## config.mk

```make
export PLATFORM = sky130hd
export DESIGN_NAME = uart_rx_dec_parser
export DESIGN_NICKNAME = d
export VERILOG_FILES = /design/src/rtl/uart_pkg.sv /design/src/rtl/uart_rx_dec_parser_rx.sv /design/src/rtl/uart_rx_dec_parser.sv
export SDC_FILE = /design/constraint.sdc
export NUM_CORES = 1
export LEC_CHECK = 0
export CORE_UTILIZATION = 45
export CTS_CLUSTER_DIAMETER = 100
export DETAILED_ROUTE_END_ITERATION = 8
export GPL_TIMING_DRIVEN = 0
export PLACE_DENSITY = 0.7
export SLEW_MARGIN = 20
export SYNTH_ARGS = -nofsm -noshare
export SYNTH_HDL_FRONTEND = slang
export SYNTH_SLANG_ARGS = --single-unit
export TNS_END_PERCENT = 10
```

## constraint.sdc

```tcl
create_clock -name Clk -period 2.5 [get_ports Clk]
set_input_delay 0.5 -clock Clk [delete_from_list [all_inputs] [get_ports Clk]]
set_output_delay 0.5 -clock Clk [all_outputs]
set_load 0.02 [all_outputs]
```

## src/rtl/uart_pkg.sv

```systemverilog
// Shared UART link definitions: ASCII framing characters and the decimal parser state encoding.
package uart_pkg;

    localparam logic [7:0] CHR_CR    = 8'h0D;
    localparam logic [7:0] CHR_LF    = 8'h0A;
    localparam logic [7:0] CHR_MINUS = 8'h2D;
    localparam logic [7:0] CHR_0     = 8'h30;
    localparam logic [7:0] CHR_9     = 8'h39;

    // Unsigned magnitude width: 5 decimal digits (max 99999) fit in 17 bits.
    localparam int ACC_W = 17;

    typedef enum logic [1:0] {
        PS_IDLE,
        PS_DIGITS,
        PS_DISCARD,
        PS_CHECK
    } parser_state_t;

    function automatic logic is_digit(input logic [7:0] c);
        return (c >= CHR_0) && (c <= CHR_9);
    endfunction

endpackage

```

## src/rtl/uart_rx_dec_parser_rx.sv

```systemverilog
// 8N1 byte receiver: samples mid-bit after a double-flop synchroniser, pulses o_Rx_DV for one cycle per byte.
// Frames with a low stop bit are dropped silently.
module UART_RX #(
    parameter int CLKS_PER_BIT = 868
) (
    input  logic       sysclk,
    input  logic       i_Rst_n,
    input  logic       i_Rx_Serial,
    output logic       o_Rx_DV,
    output logic [7:0] o_Rx_Byte
);

    localparam int CNT_W = $clog2(CLKS_PER_BIT);
    localparam logic [CNT_W-1:0] CNT_LAST = CNT_W'(CLKS_PER_BIT - 1);
    localparam logic [CNT_W-1:0] CNT_MID  = CNT_W'((CLKS_PER_BIT - 1) / 2);

    typedef enum logic [1:0] {
        RX_S_IDLE,
        RX_S_START,
        RX_S_DATA,
        RX_S_STOP
    } rx_state_t;

    rx_state_t        state_q, state_d;
    logic [CNT_W-1:0] cnt_q, cnt_d;
    logic [2:0]       idx_q, idx_d;
    logic [7:0]       byte_q, byte_d;
    logic             dv_q, dv_d;
    logic [1:0]       sync_q;
    logic             rx;

    assign rx = sync_q[1];

    always_ff @(posedge sysclk) begin
        if (!i_Rst_n) begin
            state_q <= RX_S_IDLE;
            cnt_q   <= '0;
            idx_q   <= '0;
            byte_q  <= '0;
            dv_q    <= 1'b0;
            sync_q  <= 2'b11;
        end else begin
            state_q <= state_d;
            cnt_q   <= cnt_d;
            idx_q   <= idx_d;
            byte_q  <= byte_d;
            dv_q    <= dv_d;
            sync_q  <= {sync_q[0], i_Rx_Serial};
        end
    end

    always_comb begin
        state_d = state_q;
        cnt_d   = cnt_q;
        idx_d   = idx_q;
        byte_d  = byte_q;
        dv_d    = 1'b0;
        case (state_q)
            RX_S_IDLE: begin
                cnt_d = '0;
                idx_d = '0;
                if (!rx) state_d = RX_S_START;
            end
            RX_S_START: begin
                // Re-check at mid start bit so line glitches do not start a byte.
                if (cnt_q == CNT_MID) begin
                    cnt_d   = '0;
                    state_d = rx ? RX_S_IDLE : RX_S_DATA;
                end else begin
                    cnt_d = cnt_q + 1'b1;
                end
            end
            RX_S_DATA: begin
                if (cnt_q == CNT_LAST) begin
                    cnt_d         = '0;
                    byte_d[idx_q] = rx;
                    if (idx_q == 3'd7) state_d = RX_S_STOP;
                    else               idx_d   = idx_q + 1'b1;
                end else begin
                    cnt_d = cnt_q + 1'b1;
                end
            end
            RX_S_STOP: begin
                if (cnt_q == CNT_LAST) begin
                    dv_d    = rx;
                    state_d = RX_S_IDLE;
                end else begin
                    cnt_d = cnt_q + 1'b1;
                end
            end
            default: state_d = RX_S_IDLE;
        endcase
    end

    assign o_Rx_DV   = dv_q;
    assign o_Rx_Byte = byte_q;

endmodule

```

## src/rtl/uart_rx_dec_parser.sv

```systemverilog
// UART receive end of the ASCII-decimal link: parses [-]d{1..5}CR into a signed DATA_W value.
// Strobes arrive 2 cycles after the CR byte; no backpressure, strobes are fire-and-forget.
module uart_rx_dec_parser
    import uart_pkg::*;
#(
    parameter int CLKS_PER_BIT = 868,
    parameter int MAX_DIGITS   = 5,
    parameter int DATA_W       = 16
) (
    input  logic              Clk,
    input  logic              Rst_n,
    input  logic              i_Rx_Serial,
    output logic [DATA_W-1:0] o_data,
    output logic              o_data_valid,
    output logic              o_frame_error,
    output logic              RX_IDLE
);

    localparam int CNT_W = $clog2(MAX_DIGITS + 1);
    localparam logic [ACC_W-1:0] MAG_POS = ACC_W'((2 ** (DATA_W - 1)) - 1);
    localparam logic [ACC_W-1:0] MAG_NEG = ACC_W'(2 ** (DATA_W - 1));

    logic       rx_dv;
    logic [7:0] rx_byte;

    UART_RX #(
        .CLKS_PER_BIT(CLKS_PER_BIT)
    ) u_uart_rx (
        .sysclk      (Clk),
        .i_Rst_n     (Rst_n),
        .i_Rx_Serial (i_Rx_Serial),
        .o_Rx_DV     (rx_dv),
        .o_Rx_Byte   (rx_byte)
    );

    parser_state_t     state_q, state_d;
    logic [ACC_W-1:0]  acc_q, acc_d;
    logic [CNT_W-1:0]  cnt_q, cnt_d;
    logic              sign_q, sign_d;
    logic              bad_q, bad_d;
    logic [DATA_W-1:0] data_q, data_d;
    logic              vld_q, vld_d;
    logic              ferr_q, ferr_d;

    logic [ACC_W-1:0]  digit_val;
    logic [ACC_W-1:0]  acc_next;
    logic [DATA_W-1:0] mag;
    logic              in_range;
    logic              rx_digit;

    assign rx_digit  = is_digit(rx_byte);
    assign digit_val = ACC_W'(rx_byte[3:0]);
    assign acc_next  = (acc_q << 3) + (acc_q << 1) + digit_val;
    assign mag       = acc_q[DATA_W-1:0];
    assign in_range  = sign_q ? (acc_q <= MAG_NEG) : (acc_q <= MAG_POS);

    always_ff @(posedge Clk) begin
        if (!Rst_n) begin
            state_q <= PS_IDLE;
            acc_q   <= '0;
            cnt_q   <= '0;
            sign_q  <= 1'b0;
            bad_q   <= 1'b0;
            data_q  <= '0;
            vld_q   <= 1'b0;
            ferr_q  <= 1'b0;
        end else begin
            state_q <= state_d;
            acc_q   <= acc_d;
            cnt_q   <= cnt_d;
            sign_q  <= sign_d;
            bad_q   <= bad_d;
            data_q  <= data_d;
            vld_q   <= vld_d;
            ferr_q  <= ferr_d;
        end
    end

    always_comb begin
        state_d = state_q;
        acc_d   = acc_q;
        cnt_d   = cnt_q;
        sign_d  = sign_q;
        bad_d   = bad_q;
        data_d  = data_q;
        vld_d   = 1'b0;
        ferr_d  = 1'b0;
        case (state_q)
            PS_IDLE: begin
                acc_d  = '0;
                cnt_d  = '0;
                sign_d = 1'b0;
                bad_d  = 1'b0;
                if (rx_dv) begin
                    if (rx_byte == CHR_MINUS) begin
                        sign_d  = 1'b1;
                        state_d = PS_DIGITS;
                    end else if (rx_digit) begin
                        acc_d   = digit_val;
                        cnt_d   = CNT_W'(1);
                        state_d = PS_DIGITS;
                    end else if (rx_byte != CHR_CR && rx_byte != CHR_LF) begin
                        state_d = PS_DISCARD;
                    end
                end
            end
            PS_DIGITS: begin
                if (rx_dv) begin
                    if (rx_digit) begin
                        if (cnt_q < CNT_W'(MAX_DIGITS)) begin
                            acc_d = acc_next;
                            cnt_d = cnt_q + 1'b1;
                        end else begin
                            state_d = PS_DISCARD;
                        end
                    end else if (rx_byte == CHR_CR) begin
                        // A lone '-' is rejected via CHECK so every strobe has the same latency.
                        bad_d   = (cnt_q == '0);
                        state_d = PS_CHECK;
                    end else if (rx_byte != CHR_LF) begin
                        state_d = PS_DISCARD;
                    end
                end
            end
            PS_DISCARD: begin
                if (rx_dv && rx_byte == CHR_CR) begin
                    bad_d   = 1'b1;
                    state_d = PS_CHECK;
                end
            end
            PS_CHECK: begin
                state_d = PS_IDLE;
                if (!bad_q && in_range) begin
                    data_d = sign_q ? (DATA_W'(0) - mag) : mag;
                    vld_d  = 1'b1;
                end else begin
                    ferr_d = 1'b1;
                end
            end
            default: state_d = PS_IDLE;
        endcase
    end

    assign o_data        = data_q;
    assign o_data_valid  = vld_q;
    assign o_frame_error = ferr_q;
    assign RX_IDLE       = (state_q == PS_IDLE);

endmodule

```

==> flow_metrics.env <==
export IMPL_status="finished, violations left"
export IMPL_violations="negative setup slack"
export IMPL_path_class="reg -> reg"
export IMPL_ys_types=60
export IMPL_cp_num_buf_inv=2
export IMPL_nFillCells=858
export IMPL_finalSetupViolCount=3
export IMPL_tightest_slew_ns=0.5652
export IMPL_antenna_cells=0
export IMPL_synth_top_area_share=0.3192
export IMPL_synth_async_sr_flop_share=0
export IMPL_ios=22
export IMPL_root_buffer="clkbuf_8"
export IMPL_synth_edf_count=0
export IMPL_layout_drive_gt1_share=0.1073
export IMPL_hold_path_class="in -> reg"
export IMPL_rsz0062_at_grt="true"
export IMPL_grt_max_degree=12
export IMPL_drtAntennaViolNets=0
export IMPL_antenna_found_initial=0
export IMPL_grt_pass1_vias=3594
export IMPL_design_die_area_mm2=0.009869
export IMPL_clk_pin_slew_ns=0.08
export IMPL_overflow=0
export IMPL_timing_rr_start="acc_q[0]"
export IMPL_maxCapViolCount=0
export IMPL_dpl_cell_area_mm2=0.004608
export IMPL_stdcell_area_mm2=0.005025
export IMPL_finalCritPeriodShare=1.047
export IMPL_initial_core_util=0.4637
export IMPL_grtUsageTotal=0.2168
export IMPL_core_rowCount=35
export IMPL_core_area_mm2=0.009196
export IMPL_clockBufferDepth=2
export IMPL_worst_path_max_delay_cell="fa_2"
export IMPL_synth_most_common_cell="dfxtp_1"
export IMPL_instances_no_fill=661
export IMPL_hold_ws_ns=0.4019
export IMPL_path_cells="inv_2, fa_2, inv_2, ha_4, a21o_1, nand4_1, a21oi_2, o22ai_2, or4_1, a31oi_1"
export IMPL_yosys_warnings=0
export IMPL_port_buffers=20
export IMPL_clock_skew_ns=0.008315
export IMPL_slowest_delay_ns=0.62
export IMPL_r2r_end="acc_q[15]"
export IMPL_ys_top_cells_by_count="68 x dfxtp_1, 63 x nor2_1, 40 x ha_1, 38 x nand2_1, 27 x a21oi_1"
export IMPL_globalplace_congestion=0.8532
export IMPL_numCtsBuffers=9
export IMPL_p_per_area_mw_per_mm2=480.8
export IMPL_area_growth_pct=17.84
export IMPL_slew_headroom=0.6232
export IMPL_fin_util=0.5464
export IMPL_ir_drop_mv=0.2491
export IMPL_drt_total_wl_um=10140
export IMPL_crit_path_end_kind="flop"
export IMPL_ys_seq_area_frac=0.3192
export IMPL_cts_sinks=68
export IMPL_cp_required_ns=2.78
export IMPL_whs_path_depth=2
export IMPL_drc_errors=0
export IMPL_timing_fmax_mhz=382.0
export IMPL_synth_seq_cells=68
export IMPL_grt_pass1_wl_um=17130
export IMPL_ctsHtreeMaxLevel=3
export IMPL_synth_flop_cell="dfxtp_1"
export IMPL_report_final_slew_viol_count=0
export IMPL_rr_worst_depth=10
export IMPL_hold_viol=0
export IMPL_start_kind="flop"
export IMPL_hold_start="Rst_n"
export IMPL_worst_slack_ns=-0.1176
export IMPL_dpl_hpwl_um=7338
export IMPL_synth_area_leaders="dfxtp_1 32%, ha_1 12%, nor2_1 5.5%"
export IMPL_syn_nets=554
export IMPL_die_w_um=99.35
export IMPL_avgSynthCellArea_um2=8.377
export IMPL_placed_cells=640
export IMPL_syn_inst=509
export IMPL_leakagePower_nw=2.120
export IMPL_syn_area_mm2=0.004264
export IMPL_clock_latency_ns=0.35
export IMPL_vias=3828
export IMPL_reg2reg_slack_ns=-0.12
export IMPL_viasPerCell=5.791
export IMPL_fin_nets=591
export IMPL_crit_fanout=2
export IMPL_die_h_um=99.35
export IMPL_yosysTopAreaCell="dfxtp_1"
export IMPL_critPathArrivalTime_ns=2.90
export IMPL_wl_per_cell_um=15.34
export IMPL_cp_common_cell="inv_2"
export IMPL_cts_tree="built"
export IMPL_drt_initial_drc_count=173
export IMPL_crit_family="adder cells"
export IMPL_firstDrtPassIters=6
export IMPL_period_needed_ns=2.618
export IMPL_whs_endpoint="u_uart_rx.sync_q[1]"
flip-flops by register name, summed over array words and instances (netlist names), 2 cells and up, named ones only:
name                 cells
state_q                  2
u_uart_rx.sync_q         2
acc_q                   17
o_data                  16
cnt_q                    3
u_uart_rx.o_Rx_Byte      8
u_uart_rx.cnt_q         10
u_uart_rx.idx_q          3
area by class of cell:
type                            count  area [um^2]  area share
Timing Repair Buffer               26        245.2     0.04880
Sequential cell                    68         1383      0.2752
Buffer                             23        116.4     0.02316
Tap cell                          111        138.9     0.02764
Clock buffer                       10        137.6     0.02739
Clock inverter                      5        100.1     0.01992
Inverter                           21        78.83     0.01569
Multi-Input combinational cell    397         2825      0.5623
report_power, final:
group	total (mW)	internal, mW	switching (mW)
Combinational	0.209	0.0701	0.139
Clock	1.11	0.681	0.430
Sequential	1.10	1.09	0.00878
Total	2.42	1.84	0.578
cell families (layout without fill, tap and decap cells):
kind of cell               Yosys count  in the layout  share of synthesized area
buffers and inverters               44             85                    0.04577
AOI/OAI and AO/OA                  100            100                     0.1499
and+or+nand+nor                    199            199                     0.2359
DFF                                 68             68                     0.3192
adders and majority gates           42             42                     0.1268
xor gates and xnor gates            32             32                    0.06573
muxes                               24             24                    0.05663
timing repair:
action	4_1_cts	5_1_grt
pin swaps	6	1
setup endpoints to repair	8	18
buffers inserted	6	0
cloned	0	0
hold buffers	0	0
resized for setup	26	9
per-layer routing:
| metal | GRT usage | vias up | routed length, um |
|---|---|---|---|
| met4 | 0.07805 | 0 | 152 |
| li1 | - | 1900 | - |
| met1 | 0.2995 | 1803 | 4840 |
| met2 | 0.3419 | 111 | 4673 |
| met3 | 0.03443 | 14 | 473 |
| met5 | 0 | - | 0 |
per-stage QoR:
| stage | power [mW] | setup WS [ns] | TNS [ns] |
|---|---|---|---|
| final | 2.416 | -0.1176 | -0.2071 |
| after floorplan | 1.270 | -0.001352 | -0.001352 |
| after global placement | 1.328 | -0.4181 | -2.031 |
| after detailed placement | 1.331 | -0.4924 | -2.494 |
| after CTS | 2.417 | -0.09466 | -0.1228 |
| after global routing | 2.490 | -0.1844 | -0.7384 |
placed cells by master (no fill, tap or decap), types with 8 or more instances in the layout:
cell type	count
a21oi_1	25
o21ai_0	17
nand3_1	21
ha_1	39
mux2i_1	23
nand2_1	38
clkbuf_8	11
dfxtp_1	59
clkdlybuf4s50_1	20
nor3_1	14
nor2_1	62
nand2b_1	8
xnor2_1	24
inv_1	18
clkbuf_1	17
nand4_1	11
xor2_1	8
worst max path at each step:
stage / from / endpoint / depth (start not counted)
after detailed placement: u_uart_rx.o_Rx_Byte[3] / acc_q[14] / 10
after global placement: acc_q[0] / acc_q[16] / 9
final: acc_q[0] / acc_q[15] / 10
after global routing: acc_q[0] / acc_q[15] / 10
after floorplan: u_uart_rx.o_Rx_Byte[3] / acc_q[15] / 10
after CTS: acc_q[0] / acc_q[15] / 10
Power figures use the tool's default switching activity.
